**config.mk**
```make
export PLATFORM = sky130hd
export DESIGN_NAME = fifo_out_arbiter
export DESIGN_NICKNAME = d
export VERILOG_FILES = /design/src/rtl/fifo_out_arbiter.sv
export SDC_FILE = /design/constraint.sdc
export NUM_CORES = 1
export LEC_CHECK = 0
export CAP_MARGIN = 30
export CELL_PAD_IN_SITES_DETAIL_PLACEMENT = 0
export CELL_PAD_IN_SITES_GLOBAL_PLACEMENT = 1
export CORE_UTILIZATION = 31
export DETAILED_ROUTE_END_ITERATION = 10
export PLACE_DENSITY_LB_ADDON = 0.3
export SYNTH_ARGS = -nofsm -noshare
export SYNTH_HDL_FRONTEND = slang
export SYNTH_SLANG_ARGS = --single-unit
```
**constraint.sdc**
```tcl
create_clock -name clk -period 2.41 [get_ports clk]
set_input_delay 0.482 -clock clk [delete_from_list [all_inputs] [get_ports clk]]
set_output_delay 0.482 -clock clk [all_outputs]
set_load 0.01 [all_outputs]
```
**src/rtl/fifo_out_arbiter.sv**
```systemverilog
// fifo_out_arbiter: round-robin scheduler that drains N_SRC first-word-fall-through
// byte FIFOs into one shared transmitter, one pop and one transmit per byte, with an
// optional burst allowance before priority rotates.
//
// state     | meaning
// ----------+----------------------------------------------------------
// IDLE      | post-reset, nothing owned; moves to ARB next cycle
// ARB       | wait for transmitter idle and a request, pick the owner
// POP       | pop strobe was issued with the byte latched; raise out_start
// START     | out_start up; check whether the transmitter already took it
// WAIT_ACC  | transmitter has not yet dropped out_finish
// WAIT_DONE | byte in flight; wait for out_finish to return high
module fifo_out_arbiter #(
   parameter int N_SRC     = 3,
   parameter int MAX_BURST = 1
) (
   input  logic                 clk,
   input  logic                 rst,
   input  logic                 enable,
   input  logic [N_SRC-1:0]     fifo_empty,
   input  logic [N_SRC-1:0]     fifo_busy,
   input  logic [8*N_SRC-1:0]   fifo_data,
   output logic [N_SRC-1:0]     fifo_re,
   output logic [7:0]           out_data,
   output logic                 out_start,
   input  logic                 out_finish,
   output logic [N_SRC-1:0]     grant,
   output logic                 isFinish,
   output logic [2:0]           state
);

   localparam int SW = $clog2(N_SRC);
   localparam logic [3:0] MAX_B = 4'(MAX_BURST);
   localparam logic [SW-1:0] LAST_RST = SW'(N_SRC - 1);
   localparam logic [N_SRC-1:0] ONE = {{(N_SRC-1){1'b0}}, 1'b1};

   typedef enum logic [2:0] {
      IDLE      = 3'd0,
      ARB       = 3'd1,
      POP       = 3'd2,
      START     = 3'd3,
      WAIT_ACC  = 3'd4,
      WAIT_DONE = 3'd5
   } st_t;

   st_t              st;
   logic [SW-1:0]    last_src;
   logic [SW-1:0]    owner;
   logic [SW-1:0]    rr_idx;
   logic [SW-1:0]    sel;
   logic [3:0]       burst_cnt;
   logic [N_SRC-1:0] req;
   logic             rr_found;
   logic             keep;
   logic [7:0]       src_byte [N_SRC];

   assign req   = ~fifo_empty & ~fifo_busy;
   assign state = st;

   for (genvar gi = 0; gi < N_SRC; gi++) begin : g_byte
      assign src_byte[gi] = fifo_data[8*gi +: 8];
   end

   // round-robin search starting just after the last owner
   always_comb begin : rr_pick
      int idx;
      idx      = 0;
      rr_found = 1'b0;
      rr_idx   = '0;
      for (int k = 1; k <= N_SRC; k++) begin
         idx = (int'(last_src) + k) % N_SRC;
         if (!rr_found && req[SW'(idx)]) begin
            rr_found = 1'b1;
            rr_idx   = SW'(idx);
         end
      end
   end

   // burst continuation wins over rotation while the owner keeps requesting
   always_comb begin
      keep = (burst_cnt != 4'd0) && req[last_src] && (burst_cnt < MAX_B);
      sel  = keep ? last_src : rr_idx;
   end

   // scheduler FSM with registered outputs; enable low freezes everything but the pop strobe
   always_ff @(posedge clk or posedge rst) begin
      if (rst) begin
         st        <= IDLE;
         fifo_re   <= '0;
         out_data  <= '0;
         out_start <= 1'b0;
         grant     <= '0;
         isFinish  <= 1'b1;
         last_src  <= LAST_RST;
         owner     <= '0;
         burst_cnt <= '0;
      end else if (!enable) begin
         fifo_re <= '0;
      end else begin
         fifo_re <= '0;
         case (st)
            IDLE: begin
               isFinish <= 1'b1;
               grant    <= '0;
               st       <= ARB;
            end
            ARB: begin
               if (out_finish && rr_found) begin
                  if (!keep) begin
                     burst_cnt <= '0;
                  end
                  owner    <= sel;
                  out_data <= src_byte[sel];
                  grant    <= ONE << sel;
                  fifo_re  <= ONE << sel;
                  isFinish <= 1'b0;
                  st       <= POP;
               end else if (!rr_found && burst_cnt != 4'd0) begin
                  burst_cnt <= '0;
                  grant     <= '0;
                  isFinish  <= 1'b1;
               end
            end
            POP: begin
               out_start <= 1'b1;
               st        <= START;
            end
            START: begin
               st <= out_finish ? WAIT_ACC : WAIT_DONE;
            end
            WAIT_ACC: begin
               if (!out_finish) begin
                  st <= WAIT_DONE;
               end
            end
            WAIT_DONE: begin
               if (out_finish) begin
                  out_start <= 1'b0;
                  last_src  <= owner;
                  if (burst_cnt < MAX_B) begin
                     burst_cnt <= burst_cnt + 4'd1;
                  end
                  st <= ARB;
               end
            end
            default: begin
               st <= IDLE;
            end
         endcase
      end
   end

endmodule
```
==> results of run 1 <==
critical path, cell delays in order, from the launching register on:
cell      delay (ns)
dfrtp_1         0.43
inv_1           0.11
ha_4            0.37
nor4b_4         0.08
or2_1           0.32
buf_4           0.18
o41ai_4         0.33
o211ai_1        0.21
mux2i_1         0.16
routing by layer:
layer / GRT usage [%] / up-vias / part of all wire [%]
li1: - / 858 / -
met1: 23.1 / 853 / 50
met2: 27.6 / 57 / 44
met3: 3.35 / 2 / 5.5
met4: 3.08 / 0 / 0.50
met5: 0 / - / 0
metrics by stage:
step,area [um^2],setup slack [ns],utilization [%]
floorplan,1720,0.168,-
global placement,2480,-0.103,47.6
detailed placement,2480,-0.114,47.6
CTS,2530,0.0178,48.7
global route,2690,-0.0136,51.7
finish,2690,0.108,51.7
synth_stat cells, types with 2 or more instances:
master,count
nand2b_1,3
clkbuf_1,4
buf_2,2
dfrtp_1,25
o211ai_1,2
nor3_1,2
a41oi_1,9
nand2_1,11
o22ai_1,3
mux2i_1,2
inv_1,10
o21ai_1,3
a31oi_1,10
nor2_1,21
nor3b_1,2
o21ai_0,12
or4b_1,2
and2_1,3
nand3_1,13
nand3b_1,2
dfstp_2,2
a21oi_1,5
nor2b_1,2
ha_1,6
nor4_1,3
or2_1,3
nand4_1,2
where the power goes:
group,leakage [nW],total [mW],internal (mW),switching [mW]
logic,0.710,1.77,0.895,0.878
registers,0.338,0.748,0.626,0.122
clock network,0.0228,0.255,0.118,0.137
total,1.07,2.78,1.64,1.14
cells by family after synthesis:
logic type / count (synthesis) / share of synthesized area, %
buffers and inverters: 17 / 4.30
flip-flops: 27 / 39.5
AND/OR/NAND/NOR: 80 / 26.5
multiplexers: 3 / 1.82
adder cells (fa/ha/maj): 6 / 4.38
AO/OA/AOI/OAI: 55 / 23.5
how the worst min path moves through the flow:
stage	slack, ns	endpoint	from
after floorplan	0.45	owner[1]	owner[1]
after global placement	0.46	owner[1]	owner[1]
after detailed placement	0.47	owner[1]	owner[1]
after CTS	0.49	owner[1]	owner[1]
after global routing	0.51	owner[1]	owner[1]
final	0.49	owner[1]	owner[1]
final cells by class:
type / count / area (um^2)
clock buffer: 4 / 45.0
fill: 503 / 2510
inverter: 10 / 37.5
multi-input combinational: 144 / 1120
sequential: 27 / 678
tap: 70 / 87.6
timing repair buffer: 77 / 721
timing repair:
item	in CTS	in global routing
setup buffers	0	1
hold endpoints to repair	0	0
gates resized for setup	2	26
pin swaps	0	2
endpoints found under the setup margin	3	22
state kept, by name, summed over array words and instances, names as in the netlist:
| name | cells |
|---|---|
| state | 3 |
| out_data | 8 |
| grant | 3 |
| out_start | 1 |
| last_src | 2 |
| burst_cnt | 4 |
| isFinish | 1 |
| owner | 2 |
| fifo_re | 3 |
==> summary by stage, run 1 <==
STA
The final hold slack is 0.488 ns. Counting I/O delays and the setup requirement, the final critical path takes 2.30 ns. The final-report setup violation count is 0. The highest clock frequency the design can meet is 434 MHz. The clock arrives with 0.00459 ns of skew. The transition time of the tightest slew-check pin is 0.418 ns. Measured against its own limit, the worst slew margin works out to 72.1%. The final worst-path cycle share is 95.5%. The number of failing hold endpoints at the final stage was 0. The number of pins exceeding their max-slew limit in the final report is 0. For the final routed database, the setup TNS stands at 0 ns.

Critical path
The element type at the critical path end is a register. The depth of the worst register-to-register path is 8. The endpoint identified for the worst register-to-register timing path is burst_cnt[1]. Data arrives at the worst endpoint at 2.45 ns. The maximum net fanout on the critical path is 8.

The last element of the critical path is burst_cnt[1]. The startpoint identified for the worst register-to-register timing path is last_src[0]. For the worst setup path, the data required time is 2.56 ns.

The kind of launch point of the worst setup path is a register. The critical path class is reg2reg. The setup slack on the worst flop-to-flop path is 0.11 ns.

In this run the worst setup path begins at last_src[0].

Placement
The final weighted congestion in routability-driven placement is 0.832. The count of port buffers added during placement is 52. Once placement completed, the tool counted placed cells totaling 327.

Once detailed placement completed, the half-perimeter wirelength came to 3500 um.

Clock network
The cell at the root of the clock tree is clkbuf_8. Clock-pin slew was measured on the worst setup and hold paths at 0.09 ns. Clock tree synthesis found a total of 27 sinks. For the worst-skew pair, the clock arrives at the later sink with an insertion delay of 0.27 ns.

The clock tree from TritonCTS is done. The hold buffer count at CTS is 0. The maximum level of the CTS H-tree is 1. TritonCTS created 3 clock buffers.

The worst-case clock buffer depth is 2.

Synth
For this run, the number of Yosys warnings is 0. By area the synthesized netlist is led by dfrtp_1, a41oi_1, nor2_1. In this run, synthesis produced a sequential element count of 27.

The leading register cell type out of synthesis is dfrtp_1. The share of the Yosys chip area taken by registers is 39.5%. Synthesis produced 188 cells. The average instance in the mapped netlist occupies 9.12 um^2. The cell taking the most area after synthesis is dfrtp_1. The number of enable-type register cells in the synthesized netlist is 0.

The area share of the leading cell type in the synthesized netlist is 36.5%. The synthesized cell area is 0.00172 mm^2. The net count after synthesis is 228.

The number of unique standard cell types used by synthesis is 51. The proportion of register bits with asynchronous set or reset after synthesis is 100%.

Power and ir drop
The worst-case vdd ir drop is 0.445 mV. The total power divided by cell area is 1030 mW/mm^2. The total leakage power is 1.07 nW. The post-route total power is 2.78 mW.

Cells and area
The post-synthesis to final-layout area growth is 57.0%. The library cell used most frequently in the layout, excluding fill and tap cells, is clkdlybuf4s50_1. In the layout the commonest cells are clkdlybuf4s50_1, dfrtp_1, buf_4. The number of nets in the final layout is 303. The antenna diode count is 0. The count of non-filler cells in the finished layout is 332. Of the cells placed in the final design, the portion with a size suffix greater than 1 is 21.8%.

Global routing
For this run the aggregate overflow at the end of global routing stands at 0. The via count of the first global-routing pass came to 1708. The first-pass GRT wire length is 8050 um. The global-route usage over all layers is 16.8%.

The initial antenna violation count is 0. Entering global routing, the biggest net connects 28 pins.

Floorplanning
From bottom edge to top edge, the die measures 76.4 um. For this configuration, the core starts out at a cell density of 33.0%. The floorplan step defined a die boundary enclosing 0.00583 mm^2.

The number of top-level pins is 53. The floorplan step set the die width to 76.4 um. After floorplanning, the core was sized to cover 0.00520 mm^2. In this run the core area contains 26 standard-cell rows.

Outcome
The run finished with clean final reports.

Route
The routed design has 4830 um of wire. The iteration count of the initial detailed-routing pass is 4. The count of nets left with antenna violations once routing finished came out at 0. The detailed router finished its first iteration with 108 violations. The routed layout has 1770 vias. After detailed routing, the number of vias per cell comes to 5.33. The detailed-route wire length per cell is 14.5 um. In the routed design, unresolved DRC markers number 0.

Worst hold path
The path class of the tightest hold or removal check is reg2reg. The number of cells on the worst hold path is 1.

Flow run
Max-cap violations in this run came to 0.
Note: power is estimated with default switching activity, not from simulation.
==> run 2: changes to the inputs <==
--- a/config.mk
+++ b/config.mk
@@ -10,6 +10,7 @@
 export CELL_PAD_IN_SITES_GLOBAL_PLACEMENT = 1
 export CORE_UTILIZATION = 31
 export DETAILED_ROUTE_END_ITERATION = 10
+export MAX_ROUTING_LAYER = met4
 export PLACE_DENSITY_LB_ADDON = 0.3
 export SYNTH_ARGS = -nofsm -noshare
 export SYNTH_HDL_FRONTEND = slang
==> constraint.sdc (replaced) <==
create_clock -name clk -period 1.9 [get_ports clk]
set_input_delay 0.38 -clock clk [delete_from_list [all_inputs] [get_ports clk]]
set_output_delay 0.38 -clock clk [all_outputs]
set_load 0.01 [all_outputs]
==> run 2 against run 1 <==
Net effect:
- the flow now finishes with violations (negative setup slack)
- sequential share of layout area shrank 2.3 points
- global-route usage is 2.8 points higher
- flip-flop and latch count did not move
==> summary by stage, run 2 (synthesis gave the netlist of run 1 again) <==
STA
Setup repair after global routing could not meet its margin everywhere. The highest clock frequency the design can meet is 452 MHz. The number of pins exceeding their max-slew limit in the final report is 0.

The final-report setup violation count is 23. After layout, the worst setup slack is -0.312 ns. Of the available clock period, the critical path in the final layout requires 116%.

For the pin with the worst max-slew slack, the measured transition is 0.396 ns. The number of failing hold endpoints at the final stage is 0. The final critical delay including setup and external delays is 2.21 ns. Measured against its own limit, the worst slew margin works out to 73.5%. In the final timing run, aggregate negative setup slack is -5.67 ns. The worst clock skew is 0.00764 ns.

Cells and area
The number of nets in the final layout is 329. The leading cell type in the layout, fill and taps excluded is clkdlybuf4s50_1. The count of non-filler cells in the finished layout is 358.

The repair_antennas step left the layout with diodes totalling 0. The fraction of layout cells with a size suffix above 1 is 31.9%. The register bank with the most flops is out_data.

The count of filler cells inserted in the layout is 480. The post-synthesis to final-layout area growth is 73.1%. The finished cells cover 0.00297 mm^2. The number of flip-flops in the largest register is 8. The largest registers in the layout are out_data x8, burst_cnt x4. Leaving out fill and tap cells, the most frequent cells in the layout are clkdlybuf4s50_1, buf_4, dfrtp_1.

Critical path
STA puts the critical path data required time at 2.06 ns. In this run the worst path has a maximum fanout of 6. Walking the worst path, the cells encountered are inv_4 -> ha_4 -> or4b_4 -> and3_4 -> nand4_1 -> nor3b_4 -> a22oi_1.

The worst flop-to-flop path endpoint is burst_cnt[2]. By startpoint and endpoint, the worst setup path is classified as reg2reg. The worst setup path is captured at a register. Setup slack on the worst reg-to-reg path comes out at -0.31 ns. The worst register-to-register path begins at last_src[1].

For the worst flop-to-flop path, the logic depth is 7. The critical path data arrival time is 2.38 ns. The kind of launch point of the worst setup path is a register. The slowest stage of the critical path belongs to the cell dfstp_2. The delay of the slowest cell on the worst path is 0.60 ns.

Outcome
The flow ran to the end, but the final reports show violations. The checks that failed: negative setup slack.

Global routing
Entering global routing, the biggest net connects 28 pins. The initial antenna violation count is 0. For this run, the total global-route usage over all layers was measured as 19.6%. The first-pass GRT wire length is 8910 um. For this run the aggregate overflow at the end of global routing stands at 0. The via count of the first global-routing pass was 1798.

Power and ir drop
Net switching is 40.3% of the power. Power spread over the standard cell area amounts to 1340 mW/mm^2. The cell-internal power is 2.37 mW. Registers are responsible for 23.4% of the overall power. The share of total power dissipated in combinational logic is 67.7%.

The switching power is 1.60 mW. The post-route total power is 3.97 mW. Across the VDD grid, the largest voltage drop is 0.624 mV. The fraction of power consumed by the clock network is 8.8%. For this design the static power due to leakage is 1.20 nW.

Clock network
The worst-case clock buffer depth is 2. For this design, the CTS-stage hold fixing added 0 buffers. The clock sink count is 27. In this run the number of H-tree levels came out at 1.

The root buffer cell chosen for the clock tree is clkbuf_8. The clock tree from TritonCTS is done. The clock latency at the later pin of the worst-skew pair is 0.28 ns.

The clock input transition at the sequential cells of the worst setup and hold paths is 0.11 ns. Buffers inserted during clock tree synthesis total 3.

Worst hold path
The class of the tightest hold or removal check is in2async.

Route
The iteration count of the initial detailed-routing pass is 4. The routed design has 5320 um of wire. In the routed design, unresolved DRC markers number 0.

The average vias per placed instance is 5.13. The detailed-route via count is 1838. In this run the remaining antenna-violating nets after routing total 0. In this run, the number of DRC markers left after iteration 0 of detailed routing was 65. After detailed routing, the average wire length per cell comes to 14.9 um.

Floorplanning
The placement row count is 26. The height of the die is 76.4 um. The x dimension of the die is 76.4 um.

The die area is 0.00583 mm^2. The area of the core region is 0.00520 mm^2. Once the floorplan was initialized, standard cells occupied 33.0% of the core. For this design the top-level I/O count stands at 53.

Flow run
Across the run, the number of max-cap violations was 0.

Placement
During placement, the flow inserted port buffers numbering 52. The total instance count after detailed placement is 345. Routability-driven placement finished with a final weighted congestion of 0.844.

The detailed placer's ending HPWL is 3850 um. The instance area after placement is 0.00272 mm^2.
[run 2: per-stage QoR]
step / hold WS [ns] / utilization [%] / worst slack [ns]
6_report: 0.454 / 57.0 / -0.312
5_1_grt: 0.483 / 57.0 / -0.401
4_1_cts: 0.464 / 56.2 / -0.305
3_5_place_dp: 0.517 / 52.2 / -0.508
3_3_place_gp: 0.515 / 52.2 / -0.487
2_1_floorplan: 0.431 / - / -0.179
[run 2: what timing repair did]
item | in CTS | in global routing
resized for setup | 22 | 5
pin swaps | 17 | 8
setup endpoints to repair | 23 | 23
gates cloned | 1 | 0
setup buffers | 5 | 4
[run 2: worst max path at each step]
stage | start | to | slack (ns) | cells after the start
floorplan | last_src[1] | out_data[0] | -0.18 | 7
global placement | fifo_empty[1] | out_data[6] | -0.49 | 6
detailed placement | fifo_empty[1] | out_data[5] | -0.51 | 6
CTS | last_src[1] | burst_cnt[2] | -0.31 | 7
global route | last_src[1] | grant[1] | -0.40 | 7
finish | last_src[1] | burst_cnt[2] | -0.31 | 7
[run 2: layout make-up]
| class | count | area (um^2) | share of cell area [%] |
|---|---|---|---|
| Clock inverter | 1 | 7.51 | 0.253 |
| Timing Repair Buffer | 102 | 928 | 31.3 |
| Tap cell | 70 | 87.6 | 2.95 |
| Multi-Input combinational cell | 145 | 1190 | 39.9 |
| Sequential cell | 27 | 678 | 22.8 |
| Clock buffer | 3 | 41.3 | 1.39 |
| Inverter | 10 | 40.0 | 1.35 |
[run 2: routing by layer]
metal | track usage, % | routed length (um) | share of wire, %
met5 | - | 0 | 0
met1 | 24.4 | 2360 | 44
met2 | 32.4 | 2610 | 49
met3 | 3.95 | 296 | 5.6
met4 | 5.00 | 53 | 1.0
[run 2: critical path: cells and delay by family, from the launching register on]
family,cells,cell delay [ns]
AO/OA/AOI/OAI,1,0.14
buffers and inverters,1,0.06
AND/OR/NAND/NOR,4,1.14
adder cells (fa/ha/maj),1,0.15
flip-flops,1,0.60
[run 2: power groups by stage]
| stage | logic, mW | registers (mW) | clock network, mW |
|---|---|---|---|
| 2_1_floorplan | 1.21 | 1.00 | 0 |
| 3_3_place_gp | 2.27 | 0.932 | 0 |
| 3_5_place_dp | 2.30 | 0.940 | 0 |
| 4_1_cts | 2.63 | 0.931 | 0.355 |
| 5_1_grt | 2.91 | 0.965 | 0.377 |
| 6_report | 2.69 | 0.930 | 0.351 |
